### config.mk
export PLATFORM = sky130hd
export DESIGN_NAME = snn_frame_sequencer
export DESIGN_NICKNAME = d
export VERILOG_FILES = /design/src/rtl/snn_pkg.sv /design/src/rtl/sync_edge_detect.sv /design/src/rtl/snn_frame_sequencer.sv
export SDC_FILE = /design/constraint.sdc
export NUM_CORES = 2
export LEC_CHECK = 0
export ABC_AREA = 1
export CAP_MARGIN = 20
export CORE_AREA = 2 2 336 338
export CTS_BUF_LIST = sky130_fd_sc_hd__clkbuf_8
export DETAILED_ROUTE_END_ITERATION = 12
export DIE_AREA = 0 0 338 340
export DONT_BUFFER_PORTS = 1
export PLACE_DENSITY = 0.48
export SYNTH_ARGS = -nofsm -noshare
export SYNTH_HDL_FRONTEND = slang
export SYNTH_SLANG_ARGS = --single-unit
### constraint.sdc
create_clock -name iCLK -period 13.7 [get_ports iCLK]
set_input_delay 1.37 -clock iCLK [delete_from_list [all_inputs] [get_ports iCLK]]
set_output_delay 1.37 -clock iCLK [all_outputs]
set_load 0.01 [all_outputs]
### src/rtl/snn_pkg.sv
// Shared definitions for the SNN frame sequencer slice.
// Holds the default frame geometry, the sequencer state type and the
// error codes reported on oERROR.
package snn_pkg;

  localparam int CHUNK_W     = 30;
  localparam int NUM_CHUNKS  = 27;
  localparam int IMG_W       = CHUNK_W * NUM_CHUNKS;
  localparam int RESULT_W    = 1;
  localparam int TIMEOUT_CYC = 2**20;
  localparam int IDX_W       = 5;

  typedef enum logic [1:0] {
    IDLE  = 2'd0,
    LOAD  = 2'd1,
    START = 2'd2,
    RUN   = 2'd3
  } seqState_e;

  localparam logic [1:0] ERR_NONE    = 2'd0;
  localparam logic [1:0] ERR_SHORT   = 2'd1;
  localparam logic [1:0] ERR_OVERRUN = 2'd2;
  localparam logic [1:0] ERR_TIMEOUT = 2'd3;

endpackage

### src/rtl/sync_edge_detect.sv
// Two-flop synchroniser followed by a registered rising-edge detector.
// A rise on 'level' that is first sampled at edge t produces a one-cycle
// 'rise' pulse that is visible after edge t+2 and consumed at edge t+3.
// Ports:
//   wCLK120 - system clock
//   resetN  - synchronous active-low reset, clears every flop
//   level   - asynchronous level input
//   rise    - one-cycle pulse per rising edge of 'level'
module sync_edge_detect (
  input  logic wCLK120,
  input  logic resetN,
  input  logic level,
  output logic rise
);

  logic [1:0] syncQ;
  logic       prevQ;

  // Two synchroniser stages, then the previous synchronised value so the
  // rising transition can be registered as a clean single-cycle pulse.
  always_ff @(posedge wCLK120) begin
    if (!resetN) begin
      syncQ <= 2'b00;
      prevQ <= 1'b0;
      rise  <= 1'b0;
    end else begin
      syncQ <= {syncQ[0], level};
      prevQ <= syncQ[1];
      rise  <= syncQ[1] & ~prevQ;
    end
  end

endmodule

### src/rtl/snn_frame_sequencer.sv
// Moves one input frame from the JTAG mailbox into the SNN core.
// Chunks arriving on iDATA (one per iPROGRESS rise) are assembled into
// oIMAGE; an iFINISH rise after a full frame starts the core, and the core
// result is latched and reported with a valid flag and a sticky error code.
// Ports:
//   iCLK          - 120 MHz system clock (wCLK120)
//   iRESETn       - synchronous active-low reset
//   iDATA         - chunk payload
//   iPROGRESS     - level, each rise delivers one chunk
//   iFINISH       - level, rise marks end of frame
//   oIMAGE        - assembled frame, chunk k at [k*CHUNK_W +: CHUNK_W]
//   oSNN_START    - one-cycle core start pulse
//   iSNN_DONE     - core completion pulse, iSNN_RESULT valid with it
//   iSNN_RESULT   - core result
//   oRESULT       - latched core result
//   oRESULT_VALID - result valid until the next frame begins
//   oBUSY         - high while loading, starting or running
//   oCHUNK_IDX    - chunks received in the current frame
//   oERROR        - 0 ok, 1 short frame, 2 overrun, 3 timeout (sticky)
module snn_frame_sequencer #(
  parameter int CHUNK_W     = snn_pkg::CHUNK_W,
  parameter int NUM_CHUNKS  = snn_pkg::NUM_CHUNKS,
  parameter int RESULT_W    = snn_pkg::RESULT_W,
  parameter int TIMEOUT_CYC = snn_pkg::TIMEOUT_CYC
) (
  input  logic                          iCLK,
  input  logic                          iRESETn,
  input  logic [CHUNK_W-1:0]            iDATA,
  input  logic                          iPROGRESS,
  input  logic                          iFINISH,
  output logic [CHUNK_W*NUM_CHUNKS-1:0] oIMAGE,
  output logic                          oSNN_START,
  input  logic                          iSNN_DONE,
  input  logic [RESULT_W-1:0]           iSNN_RESULT,
  output logic [RESULT_W-1:0]           oRESULT,
  output logic                          oRESULT_VALID,
  output logic                          oBUSY,
  output logic [snn_pkg::IDX_W-1:0]     oCHUNK_IDX,
  output logic [1:0]                    oERROR
);

  import snn_pkg::*;

  localparam int TIMER_W = (TIMEOUT_CYC > 1) ? $clog2(TIMEOUT_CYC) : 1;
  localparam logic [TIMER_W-1:0] TIMER_LAST = TIMER_W'(TIMEOUT_CYC - 1);
  localparam logic [IDX_W-1:0]   FULL_IDX   = IDX_W'(NUM_CHUNKS);

  seqState_e          state;
  seqState_e          nextState;
  logic               progRise;
  logic               finRise;
  logic [IDX_W-1:0]   idxQ;
  logic [TIMER_W-1:0] timerQ;

  logic               capture;
  logic [IDX_W-1:0]   writeSlot;
  logic [IDX_W-1:0]   effIdx;
  logic               startFrame;
  logic               incIdx;
  logic               clearIdx;
  logic               setErr;
  logic [1:0]         errVal;
  logic               loadResult;
  logic               clearTimer;
  logic               runTick;

  sync_edge_detect progSync (
    .wCLK120 (iCLK),
    .resetN  (iRESETn),
    .level   (iPROGRESS),
    .rise    (progRise)
  );

  sync_edge_detect finSync (
    .wCLK120 (iCLK),
    .resetN  (iRESETn),
    .level   (iFINISH),
    .rise    (finRise)
  );

  always_ff @(posedge iCLK) begin
    if (!iRESETn) begin
      state <= IDLE;
    end else begin
      state <= nextState;
    end
  end

  // Next-state and datapath control. In LOAD a chunk arriving together with
  // FINISH is written first, so the completeness test uses the bumped index.
  // In RUN a timeout overrides an overrun flagged in the same cycle.
  always_comb begin
    nextState  = state;
    capture    = 1'b0;
    writeSlot  = idxQ;
    effIdx     = idxQ;
    startFrame = 1'b0;
    incIdx     = 1'b0;
    clearIdx   = 1'b0;
    setErr     = 1'b0;
    errVal     = ERR_NONE;
    loadResult = 1'b0;
    clearTimer = 1'b0;
    runTick    = 1'b0;

    unique case (state)
      IDLE: begin
        if (progRise) begin
          capture    = 1'b1;
          writeSlot  = '0;
          startFrame = 1'b1;
          nextState  = LOAD;
        end
      end
      LOAD: begin
        if (progRise) begin
          if (idxQ < FULL_IDX) begin
            capture = 1'b1;
            incIdx  = 1'b1;
            effIdx  = idxQ + IDX_W'(1);
          end else begin
            setErr = 1'b1;
            errVal = ERR_OVERRUN;
          end
        end
        if (finRise) begin
          if (effIdx == FULL_IDX) begin
            nextState = START;
          end else begin
            setErr    = 1'b1;
            errVal    = ERR_SHORT;
            clearIdx  = 1'b1;
            nextState = IDLE;
          end
        end
      end
      START: begin
        clearTimer = 1'b1;
        nextState  = RUN;
      end
      RUN: begin
        runTick = 1'b1;
        if (progRise) begin
          setErr = 1'b1;
          errVal = ERR_OVERRUN;
        end
        if (iSNN_DONE) begin
          loadResult = 1'b1;
          clearIdx   = 1'b1;
          nextState  = IDLE;
        end else if (timerQ == TIMER_LAST) begin
          setErr    = 1'b1;
          errVal    = ERR_TIMEOUT;
          clearIdx  = 1'b1;
          nextState = IDLE;
        end
      end
      default: nextState = IDLE;
    endcase
  end

  // Gating with iRESETn keeps the start pulse and busy flag quiet in a
  // reset cycle even before the state register has been cleared.
  assign oSNN_START = (state == START) && iRESETn;
  assign oBUSY      = (state != IDLE) && iRESETn;
  assign oCHUNK_IDX = idxQ;

  // Frame image, chunk index, result/error reporting and the run timer.
  // Unwritten slots deliberately keep the previous frame's contents.
  always_ff @(posedge iCLK) begin
    if (!iRESETn) begin
      oIMAGE        <= '0;
      idxQ          <= '0;
      oRESULT       <= '0;
      oRESULT_VALID <= 1'b0;
      oERROR        <= ERR_NONE;
      timerQ        <= '0;
    end else begin
      if (capture) begin
        oIMAGE[int'(writeSlot) * CHUNK_W +: CHUNK_W] <= iDATA;
      end

      if (startFrame) begin
        idxQ <= IDX_W'(1);
      end else if (clearIdx) begin
        idxQ <= '0;
      end else if (incIdx) begin
        idxQ <= idxQ + IDX_W'(1);
      end

      if (startFrame) begin
        oERROR        <= ERR_NONE;
        oRESULT_VALID <= 1'b0;
      end else if (setErr) begin
        oERROR <= errVal;
      end

      if (loadResult) begin
        oRESULT       <= iSNN_RESULT;
        oRESULT_VALID <= 1'b1;
      end

      if (clearTimer) begin
        timerQ <= '0;
      end else if (runTick && (timerQ != TIMER_LAST)) begin
        timerQ <= timerQ + TIMER_W'(1);
      end
    end
  end

endmodule

==> results.md <==
- Run status: completed
- Placed inst area: around 43000 um2
- Core Area: between 100000 and 150000 um2
- Post-CTS setup buffers: 0
- Port Buffers: 0
- Most common cell after layout, fill and taps aside: nand2_1
- Pwr Density: 121 nW/um2
- Crit. End Element: flop
- Total number of vias: 43322
- Setup crit start kind: flop
- Slew HR: between 20% and 30%
- Final setup fails: 0
- CTS tree: built
- WL/cell: approximately 27 um
- Met2 Resource Use GR: between 50 and 60%
- CTS Buf Count: 158
- Setup Crit Path Kind: flop to flop
- Ratio of cells with drive above 1 in the final layout: 5.52%
- Final instance area: 45900 um2
- Horiz. Die Dim: 338 um
- RSZ-0062 raised after global routing: no
- Final #Nets: between 6000 and 7000
- Grt ovf: 0
- Die Area: 115000 um2
- Largest net degree at the start of global routing: 495
- GRT met3 Usage: about 13%
- ANT nets after route: 0
- Period Utilization, post-route: between 50 and 60%
- CP Data Required Time: approximately 14 ns
- GR Layer Usage met1: between 40% and 50%
- Data arrival, critical path: 8.73 ns
- Drt initial violations: 4500
- DRT Pass-1 Iters: 6
- First-pass GRT wire length: roughly 300 mm
- Max clock buf depth: 3
- Top_reg_cell synth: dfxtp_1
- Post-CTS sizing: 0
- Post-DP HPWL: 158 mm
- WHS: 0.382 ns
- Die extent in y: 340 um
- Max Clk Rate: about 130 MHz
- Clock Sinks: about 850
- Slew @ Worst Pin: roughly 1.2 ns
- Busiest grt layer: met2
- # fillers: roughly 12000
- CP Max Fanout: 70
- Clock skew: approximately 0.044 ns
- Post-Syn Instances: 6384
- Vias in the first global route: about 40000
- Final Wtd Congestion: just under 1
- Clk root buf: clkbuf_8
- Worst VDD drop: 0.0677 mV
- Place WS: 5.99 ns
- Reg2reg setup slack: roughly 5.8 ns
- Num ports: roughly 860
- Most frequent cells in the layout: 1339 x nand2_1, 928 x inv_1, 849 x dfxtp_1
- Multi-input combinational cell area: around 20000 um2
- Finished Core Util: between 40 and 50%
- Leakage: approximately 20 nW
- Antenna violations before repair: 7
- Total negative slack: 0 ns
- Post-synth ARST share: 0%
- Total wire length: about 210 mm
- Total track usage: a little over a third
- Final Hold Viols: 0
- Starting density of the core: 37.4%
- Vias per Instance: approximately 5.5
- DRC viols: 0
- Synth Cell Area: about 42000 um2
- Max Slew Vio Count: 0
- EDFF count, synth: 0
- Clk slew on worst S/H paths: ~0.060 ns
- Synth warn: 0
- Cell variety after synth: 49
- H-tree levels: 4
- Worst-Skew Late Latency: about 0.86 ns
- FP Rows: ~120
- Sequential cell area: 17000 um2
- Syn Nets: 6442
- Syn_area_per_cell: 6.53 um2
- Fin crit period: about 7.9 ns
- Register area share after synthesis: 40.7%
- Syn-to-layout area delta: 9.99%
- MaxCap Viol Count: 0
- Worst Hold Class: flop to flop
- Hold_buf cts: 0
- Seq cells post-synth: around 850
- Crit path setup slack, layout: between 5 and 6 ns
==> through the flow <==
step	power (mW)	cells
after global placement	3.15	7594
after floorplan	2.90	6384
after global routing	5.76	7875
after CTS	5.60	7874
after detailed placement	3.14	7597
final	5.57	7877
==> cell type report <==
type	count	area share (%)
antenna	3	0.0164
tap	1500	4.09
clock inverter	83	0.968
timing repair buffer	66	1.10
clock buffer	194	5.82
multi-input combinational	4288	43.6
sequential	849	37.0
inverter	894	7.38
==> state kept, by name, indices dropped and copies added, names as in the netlist, 2 cells and up, named ones only <==
signal          cells
finSync.syncQ       2
timerQ             20
oIMAGE            810
progSync.syncQ      2
oERROR              2
oCHUNK_IDX          5
==> synthesized netlist by cell type (5+ instances only) <==
cell type | n | area, um2
o211ai_1 | 49 | 368
ha_1 | 17 | 213
o21bai_1 | 6 | 45.0
clkbuf_1 | 196 | 736
nor3_2 | 8 | 80.1
or2_2 | 10 | 62.6
nor3_1 | 32 | 160
nor2_4 | 6 | 67.6
and2_1 | 14 | 87.6
nand3_1 | 558 | 2790
a21oi_1 | 761 | 3810
o22ai_1 | 11 | 68.8
o21a_1 | 29 | 218
buf_4 | 6 | 45.0
o31ai_1 | 5 | 37.5
buf_1 | 76 | 285
inv_1 | 865 | 3250
clkinv_1 | 13 | 48.8
xor2_1 | 6 | 52.6
nor2_2 | 6 | 37.5
nand2_2 | 9 | 56.3
nand4_1 | 109 | 682
dfxtp_1 | 849 | 17000
buf_2 | 73 | 365
o21ai_0 | 660 | 3300
nand2_1 | 1339 | 5030
a31oi_1 | 7 | 43.8
o21ai_1 | 42 | 210
nor2_1 | 571 | 2140
inv_2 | 15 | 56.3
fa_1 | 5 | 100
==> cells by family (layout without fill, tap and decap cells) <==
logic type	after synthesis	count (layout)	synth area share (%)
compound gates	1583	1583	19.7
simple gates	2673	2673	27.0
xor+xnor	10	10	0.273
fa+ha+maj	22	22	0.750
flops	849	849	40.7
buf+inv	1247	1237	11.5
other cells	0	3	0
==> where the power goes <==
| group | internal (mW) | switching, mW | leakage, nW |
|---|---|---|---|
| sequential | 2.47 | 0.00548 | 6.84 |
| clock | 1.30 | 1.16 | 1.84 |
| combinational | 0.0988 | 0.536 | 11.5 |
| total | 3.87 | 1.70 | 20.2 |
==> worst max-delay path, stage by stage, from the launching register on <==
cell and delay, ns:
dfxtp_1 0.37, nor2_2 0.20, nand2_2 0.11, nand2_2 0.07, buf_4 0.47, inv_2 0.46, fa_1 0.61, fa_1 0.55
fa_1 0.51, nand2_1 0.10, inv_1 0.04, nor2_1 0.22, nor2_1 0.07, nand3_1 0.11, nor2_1 0.08, nand3_2 0.06
buf_4 0.53, nand3_2 0.37, nor2_2 0.66, buf_8 0.24, nand2_1 0.10, nor2_2 0.46, nand2_1 0.30, o21ai_1 0.56
nand3_1 0.29, nand2_1 0.12, nand2_1 0.05, a21oi_1 0.12
==> layer usage <==
metal,wire [um],share of wire [%]
met5,68,0.032
met2,94700,44
met4,13500,6.3
met1,82100,38
met3,23000,11
==> final timing paths <==
check             cells past startpoint      startpoint             to
setup / recovery                     27            flop    oIMAGE[653]
hold / removal                        1  progSync.prevQ  progSync.rise
setup reg to reg                     27            flop    oIMAGE[653]
hold reg to reg                       1  progSync.prevQ  progSync.rise
(Power assumes the default switching activity.)
